===== src/rtl/prbs8_sequencer.sv =====
// -----------------------------------------------------------------------------
// prbs8_sequencer
//
// Purpose:
//   Command-driven controller for an 8-bit mask-programmable PRBS (LFSR)
//   generator. One command is accepted at a time. A stream command emits N
//   serial bits under valid/ready backpressure. A measure command steps the
//   LFSR until its state returns to the seed and reports that step count as
//   the period.
//
// Parameters:
//   LEN_W    width of cmd_len (bits per stream command)
//   TIMEOUT  max LFSR steps in measure mode before declaring no-return
//
// Ports:
//   clk        in   rising-edge clock
//   reset      in   synchronous, active-low; clears all state on a clk edge
//   cmd_valid  in   command present
//   cmd_ready  out  high only in IDLE (and never while reset is low)
//   cmd_mode   in   0 = stream, 1 = measure period
//   cmd_mask   in   feedback tap mask
//   cmd_seed   in   initial LFSR state
//   cmd_len    in   bits to emit (stream mode only)
//   bit_valid  out  serial bit available (STREAM state)
//   bit_ready  in   consumer accepts bit
//   bit_data   out  current LFSR state bit 7
//   done       out  one-cycle pulse at the end of any command
//   err        out  qualified by done: seed==0, len==0, timeout or abort
//   period     out  measure result, held until next accepted command; 0 on error
//   abort      in   (only when PRBS8_SEQUENCER_ABORT_EN is defined) ends a
//                   running stream/measure command with err=1
//
// Configuration:
//   PRBS8_SEQUENCER_ABORT_EN  adds the abort input. Undefined by default.
//
// Handshakes (both interfaces): a transfer happens on a rising clk edge where
// valid and ready are both high. The producer holds valid and its payload
// stable until that edge; ready may change freely and valid never depends on
// ready.
// -----------------------------------------------------------------------------
module prbs8_sequencer #(
    parameter int LEN_W   = 16,
    parameter int TIMEOUT = 256
) (
    input  logic             clk,
    input  logic             reset,
    input  logic             cmd_valid,
    output logic             cmd_ready,
    input  logic             cmd_mode,
    input  logic [7:0]       cmd_mask,
    input  logic [7:0]       cmd_seed,
    input  logic [LEN_W-1:0] cmd_len,
    output logic             bit_valid,
    input  logic             bit_ready,
    output logic             bit_data,
    output logic             done,
    output logic             err,
    output logic [8:0]       period
`ifdef PRBS8_SEQUENCER_ABORT_EN
    ,
    input  logic             abort
`endif
);

    localparam logic [8:0]       TIMEOUT_C = 9'(TIMEOUT);
    localparam logic [LEN_W-1:0] LEN_ONE   = LEN_W'(1);

    typedef enum logic [1:0] {
        ST_IDLE    = 2'd0,
        ST_STREAM  = 2'd1,
        ST_MEASURE = 2'd2,
        ST_DONE    = 2'd3
    } state_t;

    state_t state, state_next;

    logic [7:0]       mask_q, mask_next;
    logic [7:0]       seed_q, seed_next;
    logic [7:0]       s_q, s_next;
    logic [LEN_W-1:0] rem_q, rem_next;
    logic [8:0]       cnt_q, cnt_next;
    logic             err_q, err_next;
    logic [8:0]       period_q, period_next;

    logic [7:0] s_step;
    logic [8:0] cnt_inc;
    logic       abort_req;

    // One LFSR step: shift left, feedback is the parity of the tapped bits.
    assign s_step  = {s_q[6:0], ^(s_q & mask_q)};
    assign cnt_inc = cnt_q + 9'd1;

`ifdef PRBS8_SEQUENCER_ABORT_EN
    assign abort_req = abort;
`else
    assign abort_req = 1'b0;
`endif

    // State and datapath registers.
    always_ff @(posedge clk) begin
        if (!reset) begin
            state    <= ST_IDLE;
            mask_q   <= '0;
            seed_q   <= '0;
            s_q      <= '0;
            rem_q    <= '0;
            cnt_q    <= '0;
            err_q    <= 1'b0;
            period_q <= '0;
        end else begin
            state    <= state_next;
            mask_q   <= mask_next;
            seed_q   <= seed_next;
            s_q      <= s_next;
            rem_q    <= rem_next;
            cnt_q    <= cnt_next;
            err_q    <= err_next;
            period_q <= period_next;
        end
    end

    // Next-state and datapath update.
    always_comb begin
        state_next  = state;
        mask_next   = mask_q;
        seed_next   = seed_q;
        s_next      = s_q;
        rem_next    = rem_q;
        cnt_next    = cnt_q;
        err_next    = err_q;
        period_next = period_q;

        case (state)
            ST_IDLE: begin
                if (cmd_valid) begin
                    mask_next   = cmd_mask;
                    seed_next   = cmd_seed;
                    s_next      = cmd_seed;
                    rem_next    = cmd_len;
                    cnt_next    = '0;
                    period_next = '0;
                    err_next    = 1'b0;
                    // An all-zero seed locks the LFSR at zero, and a zero-length
                    // stream has nothing to emit: both finish immediately.
                    if (cmd_seed == 8'h00 || (!cmd_mode && cmd_len == '0)) begin
                        err_next   = 1'b1;
                        state_next = ST_DONE;
                    end else if (cmd_mode) begin
                        state_next = ST_MEASURE;
                    end else begin
                        state_next = ST_STREAM;
                    end
                end
            end

            ST_STREAM: begin
                if (abort_req) begin
                    err_next    = 1'b1;
                    period_next = '0;
                    state_next  = ST_DONE;
                end else if (bit_ready) begin
                    s_next   = s_step;
                    rem_next = rem_q - LEN_ONE;
                    if (rem_q == LEN_ONE) begin
                        state_next = ST_DONE;
                    end
                end
            end

            ST_MEASURE: begin
                if (abort_req) begin
                    err_next    = 1'b1;
                    period_next = '0;
                    state_next  = ST_DONE;
                end else begin
                    s_next   = s_step;
                    cnt_next = cnt_inc;
                    // cnt_inc is the index of the step being taken now, so a
                    // match reports it directly as the period.
                    if (s_step == seed_q) begin
                        period_next = cnt_inc;
                        err_next    = 1'b0;
                        state_next  = ST_DONE;
                    end else if (cnt_inc == TIMEOUT_C) begin
                        period_next = '0;
                        err_next    = 1'b1;
                        state_next  = ST_DONE;
                    end
                end
            end

            ST_DONE: begin
                state_next = ST_IDLE;
            end

            default: begin
                state_next = ST_IDLE;
            end
        endcase
    end

    // Handshake/strobe outputs are forced low while reset is held so that a
    // requester never sees the block as ready before reset is released.
    assign cmd_ready = reset && (state == ST_IDLE);
    assign bit_valid = reset && (state == ST_STREAM);
    assign done      = reset && (state == ST_DONE);
    assign bit_data  = s_q[7];
    assign err       = err_q;
    assign period    = period_q;

endmodule


===== config.mk =====
export PLATFORM = sky130hd
export DESIGN_NAME = prbs8_sequencer
export DESIGN_NICKNAME = d
export VERILOG_FILES = /design/src/rtl/prbs8_sequencer.sv
export SDC_FILE = /design/constraint.sdc
export NUM_CORES = 1
export LEC_CHECK = 0
export CORE_AREA = 2 2 76 92
export DETAILED_ROUTE_END_ITERATION = 7
export DIE_AREA = 0 0 78 94
export GPL_ROUTABILITY_DRIVEN = 0
export GPL_TIMING_DRIVEN = 0
export PLACE_DENSITY = 0.79
export SETUP_SLACK_MARGIN = 0.02
export SLEW_MARGIN = 25
export SYNTH_ARGS = -nofsm -noshare
export SYNTH_HDL_FRONTEND = slang
export SYNTH_SLANG_ARGS = --single-unit

===== constraint.sdc =====
create_clock -name clk -period 5.8 [get_ports clk]
set_clock_uncertainty 0.15 [all_clocks]
set_input_delay 1.16 -clock clk [delete_from_list [all_inputs] [get_ports clk]]
set_output_delay 1.16 -clock clk [all_outputs]
set_load 0.1 [all_outputs]

; Word level (Yosys, flattened, before mapping)
; Cells that the tools add are included.
; W data, S select, Z words.
[totals]
ff_bits = 61
word_cells = 64
input_bits = 37
[classes]
eq_ne = 10
n_mux = 24
n_reduce_logical = 19
bitwise = 1
add_sub_neg = 2
[ops]
columns = op, count
row1 = $pmux W9 S2, 2
row2 = $mux W16, 2
row3 = $pmux W16 S2, 1
row4 = $mux W9, 3
row5 = $pmux W8 S3, 1
row6 = $eq A16 B1 Y1 const B, 1
row7 = $logic_not A16 Y1, 1
row8 = $mux W8, 2
row9 = $sub A16 B1 Y16 const B, 1
row10 = $mux W2, 7
row11 = $add A9 B1 Y9 const B, 1
row12 = $eq A9 B9 Y1 const B, 1
row13 = $reduce_and A3 Y1, 3
row14 = $and A8 B8 Y8, 1
row15 = $eq A8 B8 Y1, 1
row16 = $logic_not A8 Y1, 1
row17 = $pmux W2 S4, 1
row18 = $reduce_xor A8 Y1, 1
row19 = $ne A2 B2 Y1 const B, 3
row20 = $eq A2 B2 Y1 const B, 2
row21 = $logic_and A1 B1 Y1, 4
row22 = $mux W1, 4
row23 = $reduce_and A2 Y1, 2
row24 = $reduce_and A4 Y1, 1
row25 = other kinds (8), 9

; Longest topological paths before layout
; Gate-level depths: netlist of run 1.
[logic_depth]
ltp_word = 6
depth_mapped = 9
depth_no_buf = 8

; Least setup slack after synthesis of run 1
; Ideal clock, no wire load.
[synth_path]
path_type = in2out
startpoint = in reset
endpoint = out bit_valid
arrival_ps = 2412
stages = 3
setup_slack_ps = 2078
n_path_buf = 2
path_cell_list = clkbuf_1 -> clkbuf_1 -> and2_1
[synth_via]
elab_chain_len = 1
[synth_lines]
columns = element, line_no
row1 = start: declaration, 46  ; input logic reset,
row2 = $logic_and A1 B1 Y1, 205  ; assign bit_valid = reset && (state == ST_STREAM);
row3 = end: declaration, 53  ; output logic bit_valid,
; No other way between the ends.

; Worst setup path in the final report of run 1
[layout_path]
startpoint = in reset
endpoint = out done
[layout_via]
elab_chain_len = 1
[layout_lines]
columns = element, line_no
row1 = $logic_and A1 B1 Y1, 206  ; assign done = reset && (state == ST_DONE);
row2 = end: declaration, 56  ; output logic done,
; No other way between the ends.

==> impl_results.md, run 1 <==
* Status: finished clean
* Worst hold-check path type: reg -> reg
* Io pins at 51
* Number of enable flip-flop cells after synthesis at 0
* Area Overhead vs Synth at 24.4%
* Slowest cell on the critical path: clkdlybuf4s50_1
* Routed Antenna Nets at 0
* CP endpoint kind: output pin
* Comb pwr share at 0.470
* Cells after synthesis at 424
* Setup CP Type: in -> out
* Antenna violations before repair at 0
* Routed len/inst at 15.6 µm
* Vias per cell at 5.86
* DR DRC count at 0
* Hold_buf cts at 0
* Number of global-route vias before repair at 3,110
* Clk sinks at 61
* Critical Path RT at 4490 ps
* Fin crit period at 5200 ps
* Max-slew headroom at 0.348
* Global route overflow at 0
* Worst vdd ir at 0.250 mV
* Die span in x at 78 µm
* Met2 Use GR at 0.450
* Grt peak-use layer: met2
* Postcts setup bufs at 0
* # diodes at 0
* Layout cell share with drive strength beyond 1 at 0.0755
* Sw Share at 0.435
* Slew Viols, Final at 0
* Critical Path Start Type: primary input
* Largest stage delay on the critical path at 1140 ps
* Net Count, Synth at 471
* CTS Root Cell: clkbuf_8
* DRT iter0 DRCs at 320
* Clock share of power at 0.224
* CTS buffer count at 9
* Crit Path Max Fanout at 10
* Die Height at 94 µm
* Met1 usage at 0.299
* FF+latch count, synth at 61
* Critical Path, Cell by Cell: clkdlybuf4s50_1, clkbuf_1, clkbuf_1, and2_1, clkdlybuf4s50_1
* Crit path DAT at 3890 ps
* CTS tree: built
* Via count at 3,368
* Met3 usage at 0.0317
* Maxcap violations at 0
* Detail Placement HPWL at 6640 µm
* Largest net degree at the start of global routing at 13
* Clock Path Buffers at 2
* Tcrit/Tclk final at 0.896
* Crit-path leading delay family: buffers and inverters
* Post-cts resize count at 0
* Pwr/cell area at 464 mW/mm²
* H-tree levels at 3
* WHS at 317 ps
* Syn Area/Cell at 8.11 µm²
* Number of synthesis warnings at 0
* Flop pwr share at 0.306
* Die Area at 0.00733 mm²
* Clock latency on the worst-skew pair at 350 ps
* First-pass DRT Iterations at 5
* Mapped Area at 0.00344 mm²
* Clock slew at reported path FFs at 70 ps
* Port buffer count at 50
* Row cnt at 32
* Internal power at 0.00112 W
* Initial core utilization at 0.537
* First-pass GRT wire length at 14,400 µm
* Post-synthesis sequential area ratio at 0.355
* Most used flip-flop cell after synthesis: dfxtp_1
* Slew @ Worst Pin at 975 ps
* WL final at 8970 µm
* Fmax at 192 MHz
* Setup TNS Final at 0 ps
* Tot GR Track Use at 0.250
* Buf/Inv on CP at 4
* Core Region at 0.00641 mm²
* Unique cell type count in the Yosys netlist at 47
* Final Hold Fails at 0
* RSZ-0062 raised after global routing: no
* FFs w/ async S/R, synth at 0
* Leak at 1.65 nW
* Final Setup Violations at 0
* Final nets at 532
* P_sw at 0.000862 W
-- per-layer routing --
layer,routed length [µm],vias to the layer above
met5,0,-
met4,177,0
met2,4630,108
li1,-,1629
met3,459,24
met1,3700,1607
-- path summary, 6_finish.rpt --
kind | slack [ps] | cells past startpoint | endpoint | startpoint
min reg2reg | 320 | 2 | mask_q[0] | mask_q[0]
min | 320 | 2 | mask_q[0] | mask_q[0]
max reg2reg | 2900 | 8 | period[6] | state[0]
max | 600 | 5 | done | reset
-- Yosys cell counts, types with 2 or more instances --
| library cell | number | area (µm²) |
|---|---|---|
| o21a_1 | 6 | 45.0 |
| mux2i_1 | 10 | 100 |
| o211a_1 | 7 | 70.1 |
| o211ai_1 | 2 | 15.0 |
| nor2b_1 | 8 | 50.1 |
| inv_1 | 10 | 37.5 |
| nand3_1 | 7 | 35.0 |
| a41oi_1 | 2 | 17.5 |
| a31oi_1 | 4 | 25.0 |
| ha_1 | 10 | 125 |
| a22oi_1 | 3 | 22.5 |
| and2_1 | 12 | 75.1 |
| o221a_2 | 3 | 33.8 |
| o311ai_0 | 2 | 17.5 |
| nor4_1 | 17 | 106 |
| o2bb2ai_1 | 2 | 17.5 |
| a31o_2 | 9 | 78.8 |
| o21ai_0 | 26 | 130 |
| clkbuf_1 | 23 | 86.3 |
| a21oi_1 | 20 | 100 |
| xnor2_1 | 9 | 78.8 |
| a21o_1 | 8 | 60.1 |
| nand4_1 | 3 | 18.8 |
| nor2_1 | 20 | 75.1 |
| or3_1 | 2 | 12.5 |
| dfxtp_1 | 61 | 1220 |
| nand2_1 | 71 | 267 |
| buf_2 | 4 | 20.0 |
| or4_4 | 2 | 22.5 |
| xor2_1 | 14 | 123 |
| nand3b_1 | 2 | 15.0 |
| a21boi_0 | 19 | 143 |
| nor3_1 | 12 | 60.1 |
-- state kept, by name (all words and copies together), names as in the netlist --
name and count:
s_q 8, seed_q 8, state 2, period 9
err 1, mask_q 8, rem_q 16, cnt_q 9
-- cells by family (layout without fill, tap and decap cells) --
| kind of cell | count (synthesis) | in the layout | synth area share |
|---|---|---|---|
| compound gates | 121 | 121 | 0.245 |
| xor+xnor | 24 | 24 | 0.0651 |
| fa+ha+maj | 10 | 10 | 0.0364 |
| buf+inv | 37 | 103 | 0.0418 |
| flops | 61 | 61 | 0.355 |
| mux | 10 | 10 | 0.0291 |
| simple gates | 161 | 161 | 0.228 |
-- placed cells by master, fill, tap and decap left out, types with 2 or more instances in the layout --
master / synthesis / layout
a31oi_1: 4 / 4
bufinv_16: 0 / 2
inv_1: 10 / 10
a21o_1: 8 / 8
a21boi_0: 19 / 19
xnor2_1: 9 / 9
nand3b_1: 2 / 2
nor3_1: 12 / 12
nand2_1: 71 / 71
or3_1: 2 / 2
xor2_1: 14 / 14
a41oi_1: 2 / 2
or4_4: 2 / 2
o311ai_0: 2 / 2
and2_1: 12 / 12
a31o_2: 9 / 9
nand3_1: 7 / 7
nor4_1: 17 / 17
o21a_1: 6 / 6
dfxtp_1: 61 / 61
inv_6: 0 / 2
a22oi_1: 3 / 3
nand4_1: 3 / 3
buf_2: 4 / 4
ha_1: 10 / 10
a21oi_1: 20 / 20
o221a_2: 3 / 3
o211ai_1: 2 / 2
nor2b_1: 8 / 8
clkbuf_8: 0 / 10
clkbuf_1: 23 / 23
o2bb2ai_1: 2 / 2
nor2_1: 20 / 20
o21ai_0: 26 / 26
clkdlybuf4s50_1: 0 / 50
mux2i_1: 10 / 10
o211a_1: 7 / 7
-- power by group through the flow --
stage	Clock, W	Sequential, W	Combinational, W
5_1_grt	0.000467	0.000620	0.00102
2_1_floorplan	0	0.000626	0.000666
3_5_place_dp	0	0.000615	0.000915
4_1_cts	0.000445	0.000606	0.000919
3_3_place_gp	0	0.000609	0.000891
6_report	0.000444	0.000608	0.000931
-- stage by stage --
stage               instances  instance area, µm²  power (W)  worst slack, ps  utilization
floorplan                 424                3440    0.00129             2080            -
finish                    575                4280    0.00198              601        0.668
CTS                       575                4280    0.00197              610        0.668
global route              575                4280    0.00210              481        0.668
detailed placement        559                4050    0.00153              621        0.631
global placement          559                4050    0.00150              636        0.631
-- worst register-to-register path, stage by stage (launching register included) --
cell	delay, ps
dfxtp_1	420
inv_1	120
ha_1	270
and2_1	170
clkbuf_1	220
a21oi_1	670
clkbuf_1	410
nor4_1	130
a31o_2	230
-- cell type report --
cell class,count,area (µm²)
plain buffers,27,106
fillers,578,2130
multi-input cells,326,2070
well taps,85,106
repair buffers,50,500
clock inverters,6,93.8
inverters,10,37.5
flip-flops and latches,61,1220
clock buffers,10,138
No activity file was read; power rests on OpenSTA's default activity.
==> inputs of run 2 (changes only) <==
--- a/config.mk
+++ b/config.mk
@@ -5,12 +5,12 @@
 export SDC_FILE = /design/constraint.sdc
 export NUM_CORES = 1
 export LEC_CHECK = 0
-export CORE_AREA = 2 2 76 92
+export CORE_AREA = 2 2 79 96
 export DETAILED_ROUTE_END_ITERATION = 7
-export DIE_AREA = 0 0 78 94
+export DIE_AREA = 0 0 81 98
 export GPL_ROUTABILITY_DRIVEN = 0
 export GPL_TIMING_DRIVEN = 0
-export PLACE_DENSITY = 0.79
+export PLACE_DENSITY = 0.73
 export SETUP_SLACK_MARGIN = 0.02
 export SLEW_MARGIN = 25
 export SYNTH_ARGS = -nofsm -noshare
==> run 2 against run 1 <==
Effect of this change:
- utilization is 6.6 points lower
- combinational power about the same
- design area down 0.61%
- via count decreased by 1.3%
- clock-buffer cell count rose by 1
- global-route usage shrank 0.87 points
- flip-flop and latch count did not move
- die area rose by 8.3%
- fmax decreased by 0.19%
==> impl_results.md, run 2 (synthesis gave the netlist of run 1 again) <==
* Status: finished clean (unchanged)
* Biggest register: rem_q (unchanged)
* Max-slew headroom at 0.348 (about the same)
* Core Region at 0.00706 mm² (was 0.00641 mm²)
* Worst vdd ir at 0.235 mV (was 0.250 mV)
* DR DRC count at 0 (unchanged)
* Clk sinks at 61 (unchanged)
* Pwr Total at 0.00192 W (was 0.00198 W)
* RSZ-0062 raised after global routing: no (unchanged)
* Reg2Reg Setup Slack at 2990 ps (was 2900 ps)
* Post-Layout Cell Count at 579 (was 575)
* Final Hold Fails at 0 (unchanged)
* Layout cell share with drive strength beyond 1 at 0.0736 (was 0.0755)
* CTS buffer count at 9 (unchanged)
* Critical Path RT at 4490 ps (about the same)
* WHS at 316 ps (was 317 ps)
* H-tree levels at 3 (unchanged)
* Routed Antenna Nets at 0 (unchanged)
* WL final at 8960 µm (was 8970 µm)
* Die Height at 98 µm (was 94 µm)
* Tot GR Track Use at 0.242 (was 0.250)
* Io pins at 51 (unchanged)
* First-pass GRT wire length at 15,100 µm (was 14,400 µm)
* Fmax at 192 MHz (about the same)
* Maxcap violations at 0 (unchanged)
* CTS Root Cell: clkbuf_8 (unchanged)
* Postcts setup bufs at 0 (unchanged)
* Final nets at 532 (unchanged)
* Initial core utilization at 0.487 (was 0.537)
* Fin util at 0.602 (was 0.668)
* Crit Path Max Fanout at 10 (unchanged)
* Vias per cell at 5.74 (was 5.86)
* CP endpoint kind: output pin (unchanged)
* Clock slew at reported path FFs at 60 ps (was 70 ps)
* Slew Viols, Final at 0 (unchanged)
* # diodes at 0 (unchanged)
* Via count at 3,325 (was 3,368)
* CTS tree: built (unchanged)
* Detail Placement HPWL at 6690 µm (was 6640 µm)
* Number of global-route vias before repair at 3,182 (was 3,110)
* Setup TNS Final at 0 ps (unchanged)
* DP Cell Count at 564 (was 559)
* DRT iter0 DRCs at 245 (was 320)
* Hold_buf cts at 0 (unchanged)
* Clock latency on the worst-skew pair at 350 ps (about the same)
* Antenna violations before repair at 0 (unchanged)
* Leak at 1.64 nW (was 1.65 nW)
* Fin crit period at 5210 ps (was 5200 ps)
* Slowest cell on the critical path: clkdlybuf4s50_1 (unchanged)
* Critical Path, Cell by Cell: clkdlybuf4s50_1, clkbuf_1, clkbuf_1, and2_1, clkdlybuf4s50_1 (unchanged)
* Most frequent cells in the layout: 71 x nand2_1, 61 x dfxtp_1, 50 x clkdlybuf4s50_1 (unchanged)
* Largest net degree at the start of global routing at 11 (was 13)
* First-pass DRT Iterations at 5 (unchanged)
* Max reg flops at 16 (unchanged)
* Crit path DAT at 3900 ps (was 3890 ps)
* Tcrit/Tclk final at 0.898 (was 0.896)
* Pwr/cell area at 453 mW/mm² (was 464 mW/mm²)
* Area Overhead vs Synth at 23.6% (was 24.4%)
* Routed len/inst at 15.5 µm (was 15.6 µm)
* Final Setup Violations at 0 (unchanged)
* Die Area at 0.00794 mm² (was 0.00733 mm²)
* Largest stage delay on the critical path at 1140 ps (about the same)
* Clock Path Buffers at 2 (unchanged)
* Slew @ Worst Pin at 974 ps (was 975 ps)
* Worst hold-check path type: reg -> reg (unchanged)
* Port buffer count at 50 (unchanged)
* Row cnt at 34 (was 32)
* Critical Path Start Type: primary input (unchanged)
* Post-cts resize count at 0 (unchanged)
* Global route overflow at 0 (unchanged)
* Die span in x at 81 µm (was 78 µm)
* Setup CP Type: in -> out (unchanged)
* Commonest non-fill, non-tap cell in the layout: nand2_1 (unchanged)
==> run 2: power breakdown <==
part	internal, W	total [W]	switching, W
Combinational	0.000352	0.000928	0.000576
Clock	0.000218	0.000386	0.000168
Sequential	0.000512	0.000609	0.0000973
==> run 2: worst paths after layout <==
path | start | end | cells after the start
min reg2reg | mask_q[4] | mask_q[4] | 2
min | mask_q[4] | mask_q[4] | 2
max | reset | done | 5
max reg2reg | state[0] | period[6] | 8
==> run 2: worst max-delay path: cells and delay by family <==
kind	cells	cell delay (ps)
buffers and inverters	4	2500
AND/OR/NAND/NOR	1	230
==> run 2: final cells by class <==
class                           count  area [µm²]
Inverter                           10        37.5
Timing Repair Buffer               50         500
Multi-Input combinational cell    326        2070
Sequential cell                    61        1220
Buffer                             27         106
Tap cell                           90         113
Fill cell                         678        2810
Clock buffer                       11         151
Clock inverter                      4        47.5
==> run 2: stage by stage <==
step / setup WS (ps) / cell area, µm²
final: 591 / 4250
after detailed placement: 616 / 4050
after CTS: 599 / 4250
after global routing: 495 / 4250
after global placement: 632 / 4050
after floorplan: 2080 / 3440
==> run 2: layer usage <==
layer	GRT usage	vias up	routed length, µm
li1	-	1633	-
met1	0.290	1579	3710
met2	0.409	95	4590
met3	0.0444	18	453
met4	0.115	0	200
met5	0	-	0
